### config.mk
export PLATFORM = sky130hd
export DESIGN_NAME = sprite_compositor_flat
export DESIGN_NICKNAME = d
export VERILOG_FILES = /design/src/rtl/sprite_compositor_if.sv /design/src/rtl/sprite_compositor.sv /design/src/flat_wrapper.sv
export SDC_FILE = /design/constraint.sdc
export NUM_CORES = 1
export LEC_CHECK = 0
export BUFFER_PORTS_ARGS = -buffer_cell sky130_fd_sc_hd__buf_2
export CAP_MARGIN = 20
export CORE_MARGIN = 4
export CORE_UTILIZATION = 54
export DETAILED_ROUTE_END_ITERATION = 16
export GPL_TIMING_DRIVEN = 0
export PLACE_DENSITY = 0.85
export SETUP_SLACK_MARGIN = 0.02
export SYNTH_ARGS = -nofsm -noshare
export SYNTH_HDL_FRONTEND = slang
export SYNTH_SLANG_ARGS = --single-unit
### constraint.sdc
create_clock -name clk -period 2.8 [get_ports clk]
set_input_delay 0.56 -clock clk [delete_from_list [all_inputs] [get_ports clk]]
set_output_delay 0.56 -clock clk [all_outputs]
set_load 0.01 [all_outputs]
### src/rtl/sprite_compositor_if.sv
// Scan, sprite and composited-pixel signals between the video timing/sprite logic and the compositor.
interface sprite_compositor_if;
  logic        pixel_en;
  logic        frame_start;
  logic [9:0]  hcount;
  logic [9:0]  vcount;
  logic        video_active;
  logic [9:0]  p1_x;
  logic [9:0]  p1_y;
  logic [9:0]  p2_x;
  logic [9:0]  p2_y;
  logic [7:0]  p1_color;
  logic [7:0]  p2_color;
  logic [7:0]  rgb_out;
  logic        rgb_valid;
  logic        collision;
  logic [15:0] overlap_count;

  modport master (
    output pixel_en, frame_start, hcount, vcount, video_active,
           p1_x, p1_y, p2_x, p2_y, p1_color, p2_color,
    input  rgb_out, rgb_valid, collision, overlap_count
  );

  modport slave (
    input  pixel_en, frame_start, hcount, vcount, video_active,
           p1_x, p1_y, p2_x, p2_y, p1_color, p2_color,
    output rgb_out, rgb_valid, collision, overlap_count
  );
endinterface

### src/rtl/sprite_compositor.sv
// Two-sprite RGB332 compositor, 2 pixel_en cycles of latency, P1 over P2 over BG_COLOR.
// Overlap accumulator and collision reporting exist only when SPRITE_COLLISION_EN is defined.
module sprite_compositor #(
  parameter int          SPRITE_WIDTH  = 64,
  parameter int          SPRITE_HEIGHT = 64,
  parameter logic [7:0]  BG_COLOR      = 8'h00
) (
  input  logic                 clk,
  input  logic                 rst,
  sprite_compositor_if.slave   bus
);

  logic [9:0] p1x_q, p1y_q, p2x_q, p2y_q;
  logic [7:0] c1_q, c2_q;
  logic       hit1_q, hit1_d, hit2_q, hit2_d, act_q;
  logic [7:0] rgb_q, rgb_d;
  logic       vld_q;

  // 11-bit compares so a sprite near the right/bottom edge cannot wrap to column/row 0
  function automatic logic in_box(input logic [9:0] h, input logic [9:0] v,
                                  input logic [9:0] x, input logic [9:0] y,
                                  input logic [7:0] c);
    logic [10:0] hh, vv, xx, yy;
    hh = {1'b0, h};
    vv = {1'b0, v};
    xx = {1'b0, x};
    yy = {1'b0, y};
    return (hh >= xx) && (hh < xx + 11'(SPRITE_WIDTH)) &&
           (vv >= yy) && (vv < yy + 11'(SPRITE_HEIGHT)) && (c != 8'h00);
  endfunction

  always_ff @(posedge clk or posedge rst) begin
    if (rst) begin
      p1x_q <= '0; p1y_q <= '0; p2x_q <= '0; p2y_q <= '0;
      c1_q  <= '0; c2_q  <= '0;
    end else if (bus.frame_start) begin
      p1x_q <= bus.p1_x; p1y_q <= bus.p1_y;
      p2x_q <= bus.p2_x; p2y_q <= bus.p2_y;
      c1_q  <= bus.p1_color; c2_q <= bus.p2_color;
    end
  end

  always_comb begin
    hit1_d = in_box(bus.hcount, bus.vcount, p1x_q, p1y_q, c1_q);
    hit2_d = in_box(bus.hcount, bus.vcount, p2x_q, p2y_q, c2_q);
    rgb_d  = BG_COLOR;
    if (!act_q)      rgb_d = 8'h00;
    else if (hit1_q) rgb_d = c1_q;
    else if (hit2_q) rgb_d = c2_q;
  end

  always_ff @(posedge clk or posedge rst) begin
    if (rst) begin
      hit1_q <= 1'b0; hit2_q <= 1'b0; act_q <= 1'b0;
      rgb_q  <= '0;   vld_q  <= 1'b0;
    end else if (bus.pixel_en) begin
      hit1_q <= hit1_d;
      hit2_q <= hit2_d;
      act_q  <= bus.video_active;
      rgb_q  <= rgb_d;
      vld_q  <= act_q;
    end
  end

  assign bus.rgb_out   = rgb_q;
  assign bus.rgb_valid = vld_q;

`ifdef SPRITE_COLLISION_EN
  logic [15:0] acc_q, acc_d, ovl_q;
  logic        col_q, inc;

  // A stage-1 pixel is counted on the pixel_en edge that moves it into stage 2
  always_comb begin
    inc   = bus.pixel_en && hit1_q && hit2_q && act_q;
    acc_d = acc_q;
    if (bus.frame_start)               acc_d = {15'd0, inc};
    else if (inc && acc_q != 16'hFFFF) acc_d = acc_q + 16'd1;
  end

  always_ff @(posedge clk or posedge rst) begin
    if (rst) begin
      acc_q <= '0; ovl_q <= '0; col_q <= 1'b0;
    end else begin
      acc_q <= acc_d;
      if (bus.frame_start) begin
        ovl_q <= acc_q;
        col_q <= (acc_q != 16'd0);
      end
    end
  end

  assign bus.collision     = col_q;
  assign bus.overlap_count = ovl_q;
`else
  assign bus.collision     = 1'b0;
  assign bus.overlap_count = 16'd0;
`endif

endmodule

### src/flat_wrapper.sv
// flat-port wrapper written by rule: the top's interface ports become plain ports
module sprite_compositor_flat 
#(
  parameter int          SPRITE_WIDTH  = 64,
  parameter int          SPRITE_HEIGHT = 64,
  parameter logic [7:0]  BG_COLOR      = 8'h00
)
  (clk, rst, bus_pixel_en, bus_frame_start, bus_hcount, bus_vcount, bus_video_active, bus_p1_x, bus_p1_y, bus_p2_x, bus_p2_y, bus_p1_color, bus_p2_color, bus_rgb_out, bus_rgb_valid, bus_collision, bus_overlap_count);
  sprite_compositor_if bus_i ();
  input  logic clk;
  input  logic rst;
  input wire logic [$bits(bus_i.pixel_en)-1:0] bus_pixel_en;
  input wire logic [$bits(bus_i.frame_start)-1:0] bus_frame_start;
  input wire logic [$bits(bus_i.hcount)-1:0] bus_hcount;
  input wire logic [$bits(bus_i.vcount)-1:0] bus_vcount;
  input wire logic [$bits(bus_i.video_active)-1:0] bus_video_active;
  input wire logic [$bits(bus_i.p1_x)-1:0] bus_p1_x;
  input wire logic [$bits(bus_i.p1_y)-1:0] bus_p1_y;
  input wire logic [$bits(bus_i.p2_x)-1:0] bus_p2_x;
  input wire logic [$bits(bus_i.p2_y)-1:0] bus_p2_y;
  input wire logic [$bits(bus_i.p1_color)-1:0] bus_p1_color;
  input wire logic [$bits(bus_i.p2_color)-1:0] bus_p2_color;
  output wire logic [$bits(bus_i.rgb_out)-1:0] bus_rgb_out;
  output wire logic [$bits(bus_i.rgb_valid)-1:0] bus_rgb_valid;
  output wire logic [$bits(bus_i.collision)-1:0] bus_collision;
  output wire logic [$bits(bus_i.overlap_count)-1:0] bus_overlap_count;
  assign bus_i.pixel_en = bus_pixel_en;
  assign bus_i.frame_start = bus_frame_start;
  assign bus_i.hcount = bus_hcount;
  assign bus_i.vcount = bus_vcount;
  assign bus_i.video_active = bus_video_active;
  assign bus_i.p1_x = bus_p1_x;
  assign bus_i.p1_y = bus_p1_y;
  assign bus_i.p2_x = bus_p2_x;
  assign bus_i.p2_y = bus_p2_y;
  assign bus_i.p1_color = bus_p1_color;
  assign bus_i.p2_color = bus_p2_color;
  assign bus_rgb_out = bus_i.rgb_out;
  assign bus_rgb_valid = bus_i.rgb_valid;
  assign bus_collision = bus_i.collision;
  assign bus_overlap_count = bus_i.overlap_count;
  sprite_compositor #(.SPRITE_WIDTH(SPRITE_WIDTH), .SPRITE_HEIGHT(SPRITE_HEIGHT), .BG_COLOR(BG_COLOR)) u_core (.clk(clk), .rst(rst), .bus(bus_i));
endmodule
## Word-level counts from Yosys, hierarchy flattened

Index checks and enable logic that the tools add are counted.

- Register bits: 68
- Input port bits: 81
- Output and inout port bits: 26
- Word-level logic and storage cells: 36

- $add $sub $neg: 4
- Magnitude comparators: 8
- Multiplexer cells: 3
- Reductions and logical operators: 10

Operators by type and width:

| operator | number |
|---|---|
| $add 10x7->11 const B | 4 |
| $lt 10x11->1 | 4 |
| $ge 10x10->1 | 4 |
| $mux 8 | 3 |
| $reduce_bool 8->1 | 2 |
| $logic_and 1x1->1 | 8 |

## Depth between registers and ports, before layout

- Depth after elaboration: 6
- Depth in mapped cells: 9
- Mapped depth without buffers: 9

## Least setup slack after synthesis

Ideal clock, no wire load.

- Path kind: in2reg
- Start point: input bus_hcount[4]
- End point: register u_core.hit1_q
- Library setup time: 0.101 ns
- Data arrival time: 2.064 ns
- Data required time: 2.699 ns
- Setup slack: 0.635 ns
- Stages: 6
- Path buffers: 0
- Path through: ha_1 -> a21o_1 -> a211oi_1 -> a211oi_1 -> or4_1 -> o32ai_1

- Cells in the longest elaborated chain, start to end: 5
- Elaborated cells between the ends (all ways): 6
- Those cells by class: order compare: 2; reduce/logical: 4

Ends and longest elaborated chain:

| element | RTL line | text |
|---|---|---|
| start: declaration | flat_wrapper.sv:14 | `input wire logic [$bits(bus_i.hcount)-1:0] bus_hcount;` |
| $lt 10x11->1 / $ge 10x10->1 (equally long branches) | sprite_compositor.sv:28 | `return (hh >= xx) && (hh < xx + 11'(SPRITE_WIDTH)) &&` |
| $logic_and 1x1->1 (*) (2 in a row) | sprite_compositor.sv:28 |  |
| $logic_and 1x1->1 (*) (2 in a row) | sprite_compositor.sv:29 | `(vv >= yy) && (vv < yy + 11'(SPRITE_HEIGHT)) && (c != 8'h00);` |
| end signal: assignment | sprite_compositor.sv:57 | `hit1_q <= hit1_d;` |
| end: declaration | sprite_compositor.sv:15 | `logic hit1_q, hit1_d, hit2_q, hit2_d, act_q;` |

Mark *: on every way between the ends. The rest lies on a longest branch, timed or not.
A chain may end at the register's enable or synchronous reset.

## Final worst setup path

- Start point: register u_core.p1x_q[6]
- End point: register u_core.hit1_q

- Cells in the longest elaborated chain, start to end: 6
- Elaborated cells between the ends (all ways): 7
- Those cells by class: add/sub: 1; order compare: 2; reduce/logical: 4

Ends and longest elaborated chain:

| element | RTL line | text |
|---|---|---|
| start: declaration | sprite_compositor.sv:13 | `logic [9:0] p1x_q, p1y_q, p2x_q, p2y_q;` |
| start signal: assignment | sprite_compositor.sv:37 | `p1x_q <= bus.p1_x; p1y_q <= bus.p1_y;` |
| $add 10x7->11 | sprite_compositor.sv:28 |  |
| $lt 10x11->1 | sprite_compositor.sv:28 |  |
| $logic_and 1x1->1 (*) (2 in a row) | sprite_compositor.sv:28 |  |
| $logic_and 1x1->1 (*) (2 in a row) | sprite_compositor.sv:29 |  |

Marked as above.

==> summary.md <==
| Metric | Value |
|---|---|
| Pwr dens | `507 mW/mm2` |
| TritonRoute pass-1 iters | `4` |
| Post-route clock skew | `0.00520 ns` |
| HPWL after detailed placement | `approximately 8.5 mm` |
| CTS tree | `done` |
| Avg Inst Size Synth | `9.53 um2` |
| 1st-iter DRT viols | `188` |
| Via density | `about 5.4` |
| Fin nets | `slightly above 700` |
| GRT Overall Usage | `approximately a quarter` |
| Die Wd | `97.2 um` |
| Final ANT Viol Nets | `0` |
| Initial antenna violation count | `0` |
| Clk root buf | `clkbuf_8` |
| Mapped cell area | `0.00430 mm2` |
| Pwr Total | `between 2000 and 3000 uW` |
| Fin area | `just over 0.005 mm2` |
| Asr flop ratio synth | `100%` |
| Status | `completed` |
| Worst-Margin Slew | `0.690 ns` |
| RePlAce Congestion | `0.854` |
| CP endpoint kind | `flop` |
| CP startpoint kind | `flop` |
| Post-CTS sizing | `0` |
| CTS Buf Count | `9` |
| Congestion Overflow GR | `0` |
| Crit path required time | `3.05 ns` |
| Met1 usage | `28.0%` |
| DRC Markers | `0` |
| CTS Buffer Depth | `2` |
| Final Critical Period | `2.43 ns` |
| MaxCap Viol Count | `0` |
| Clk_lat worst skew | `0.36 ns` |
| Grt peak-use layer | `met2` |
| Largest net degree at the start of global routing | `39` |
| Routed len/inst | `16.0 um` |
| Post-synth EDFFs | `0` |
| Final WL | `10.8 mm` |
| Primary FF master, synth | `dfrtp_1` |
| PortBufs | `87` |
| Diodes inserted | `0` |
| Post-CTS setup buffer count | `0` |
| Clock sinks | `roughly 70` |
| Clk pin slew, worst setup/hold paths | `0.08 ns` |
| Number of global-route vias before repair | `3831` |
| Row cnt | `32` |
| Worst r2r path cells | `9` |
| Ports | `around 110` |
| Leak | `~0.0026 uW` |
| Area Growth Syn to Fin | `19.5%` |
| Final Hold Vio Count | `0` |
| First-pass GRT wire length | `approximately 18 mm` |
| Final period utilization | `between 80% and 90%` |
| RSZ-0062 raised after global routing | `false` |
| Die height | `97.2 um` |
| Most common cell after layout, fill and taps aside | `buf_2` |
| Synthesized instance count | `between 400 and 500` |
| Initial Utilization | `55.6%` |
| Final setup violation count | `0` |
| Sequential area share after synthesis | `39.6%` |
| Total number of vias | `3614` |
| Met2 usage | `40.7%` |
| Most frequent cells in the layout | `buf_2 (87), dfrtp_1 (68), ha_1 (60)` |
| Ys Warns | `0` |
| Hold Buf Count CTS | `0` |
| Worst setup path class | `flop to flop` |
| Slew headroom | `53.9%` |
| Pins over their slew limit | `0` |
| CTS HTree Levels | `3` |
| Class of the worst hold path | `input pin to asynchronous set/reset pin` |
| Fmax | `between 400 and 500 MHz` |
| Placed Area | `0.00494 mm2` |
| Yosys cell types | `39` |
| Finished Core Util | `66.4%` |
| Smallest hold slack | `0.306 ns` |
| Synth Register Bits | `68` |
| Arrival time worst endpoint | `2.68 ns` |
| M3 GR Usage | `4.02%` |
| Peak supply drop | `305 uV` |
| Die area | `0.00945 mm2` |
| Layout cells sized above 1 | `between 20% and 30%` |
| CP max FO | `4` |
| CORE AREA | `0.00773 mm2` |
## through the flow
step / std cells / TNS, ns / worst slack, ns
global placement: 656 / -15.44 / -0.230
detailed placement: 657 / 0 / 0.296
CTS: 673 / 0 / 0.384
global route: 673 / 0 / 0.262
finish: 673 / 0 / 0.373
floorplan: 467 / 0 / 0.528
## per-layer routing
layer	vias to the layer above	wire [um]
met3	18	568
met1	1706	4540
met5	-	0
met2	112	5350
met4	0	306
li1	1778	-
## critical path: stages (launching register included)
cell,delay (ns)
dfrtp_1,0.42
ha_1,0.24
xnor2_1,0.13
ha_1,0.30
a21oi_1,0.14
nor2b_1,0.07
o21ai_0,0.22
nand3_1,0.10
or4_1,0.47
o32ai_1,0.23
## worst paths after layout
check	start	endpoint	slack, ns
max	u_core.p1x_q[6]	u_core.hit1_q	0.37
min	rst	u_core.bus.rgb_out[5]	0.31
max reg2reg	u_core.p1x_q[6]	u_core.hit1_q	0.37
min reg2reg	u_core.act_q	u_core.act_q	0.52
max in group asynchronous	rst	u_core.p1y_q[6]	1.85
min in group clk	bus_p2_y[4]	u_core.p2y_q[4]	0.41
## synth_stat cells (5+ instances only)
master	n	area [um2]
nor2_1	7	26.3
ha_1	60	751
clkbuf_1	13	48.8
nor4_1	6	37.5
nand3_1	10	50.1
nand2_1	44	165
o21ai_0	46	230
a22oi_1	5	37.5
xnor2_1	8	70.1
a21o_1	12	90.1
nor2b_1	7	43.8
buf_4	17	128
dfrtp_1	68	1700
inv_1	57	214
a211oi_1	5	37.5
a21oi_1	22	110
o22ai_1	8	50.1
mux2_2	21	236
nand4_1	6	37.5
## where the power goes
group / switching (uW) / internal, uW / total [uW] / leakage (uW)
combinational: 357 / 297 / 654 / 0.00171
sequential: 63.4 / 1070 / 1130 / 0.000833
clock: 400 / 411 / 811 / 0.0000962
total: 821 / 1780 / 2600 / 0.00264
## cell families after synthesis
group                    count (synthesis)  share of synthesized area (%)
AO/OA/AOI/OAI                          114                           16.3
XOR/XNOR                                 8                           1.63
adder cells (fa/ha/maj)                 60                           17.5
buffers and inverters                   87                           9.09
flip-flops                              68                           39.6
multiplexers                            21                           5.50
other                                    1                         0.0873
AND/OR/NAND/NOR                         92                           10.3
## cell type report
type                            count  area [um2]
Tap cell                          102         128
Buffer                             30         176
Fill cell                         653        2590
Clock buffer                       10         128
Sequential cell                    68        1700
Timing Repair Buffer               88         455
Clock inverter                      6        65.1
Inverter                           57         214
Multi-Input combinational cell    312        2260
## flip-flops by register name, summed over array words and instances, names as in the netlist
signal                cells
u_core.act_q              1
u_core.bus.rgb_out        8
u_core.bus.rgb_valid      1
u_core.c1_q               8
u_core.c2_q               8
u_core.hit1_q             1
u_core.hit2_q             1
u_core.p1x_q             10
u_core.p1y_q             10
u_core.p2x_q             10
u_core.p2y_q             10
Note: power is estimated with default switching activity, not from simulation.
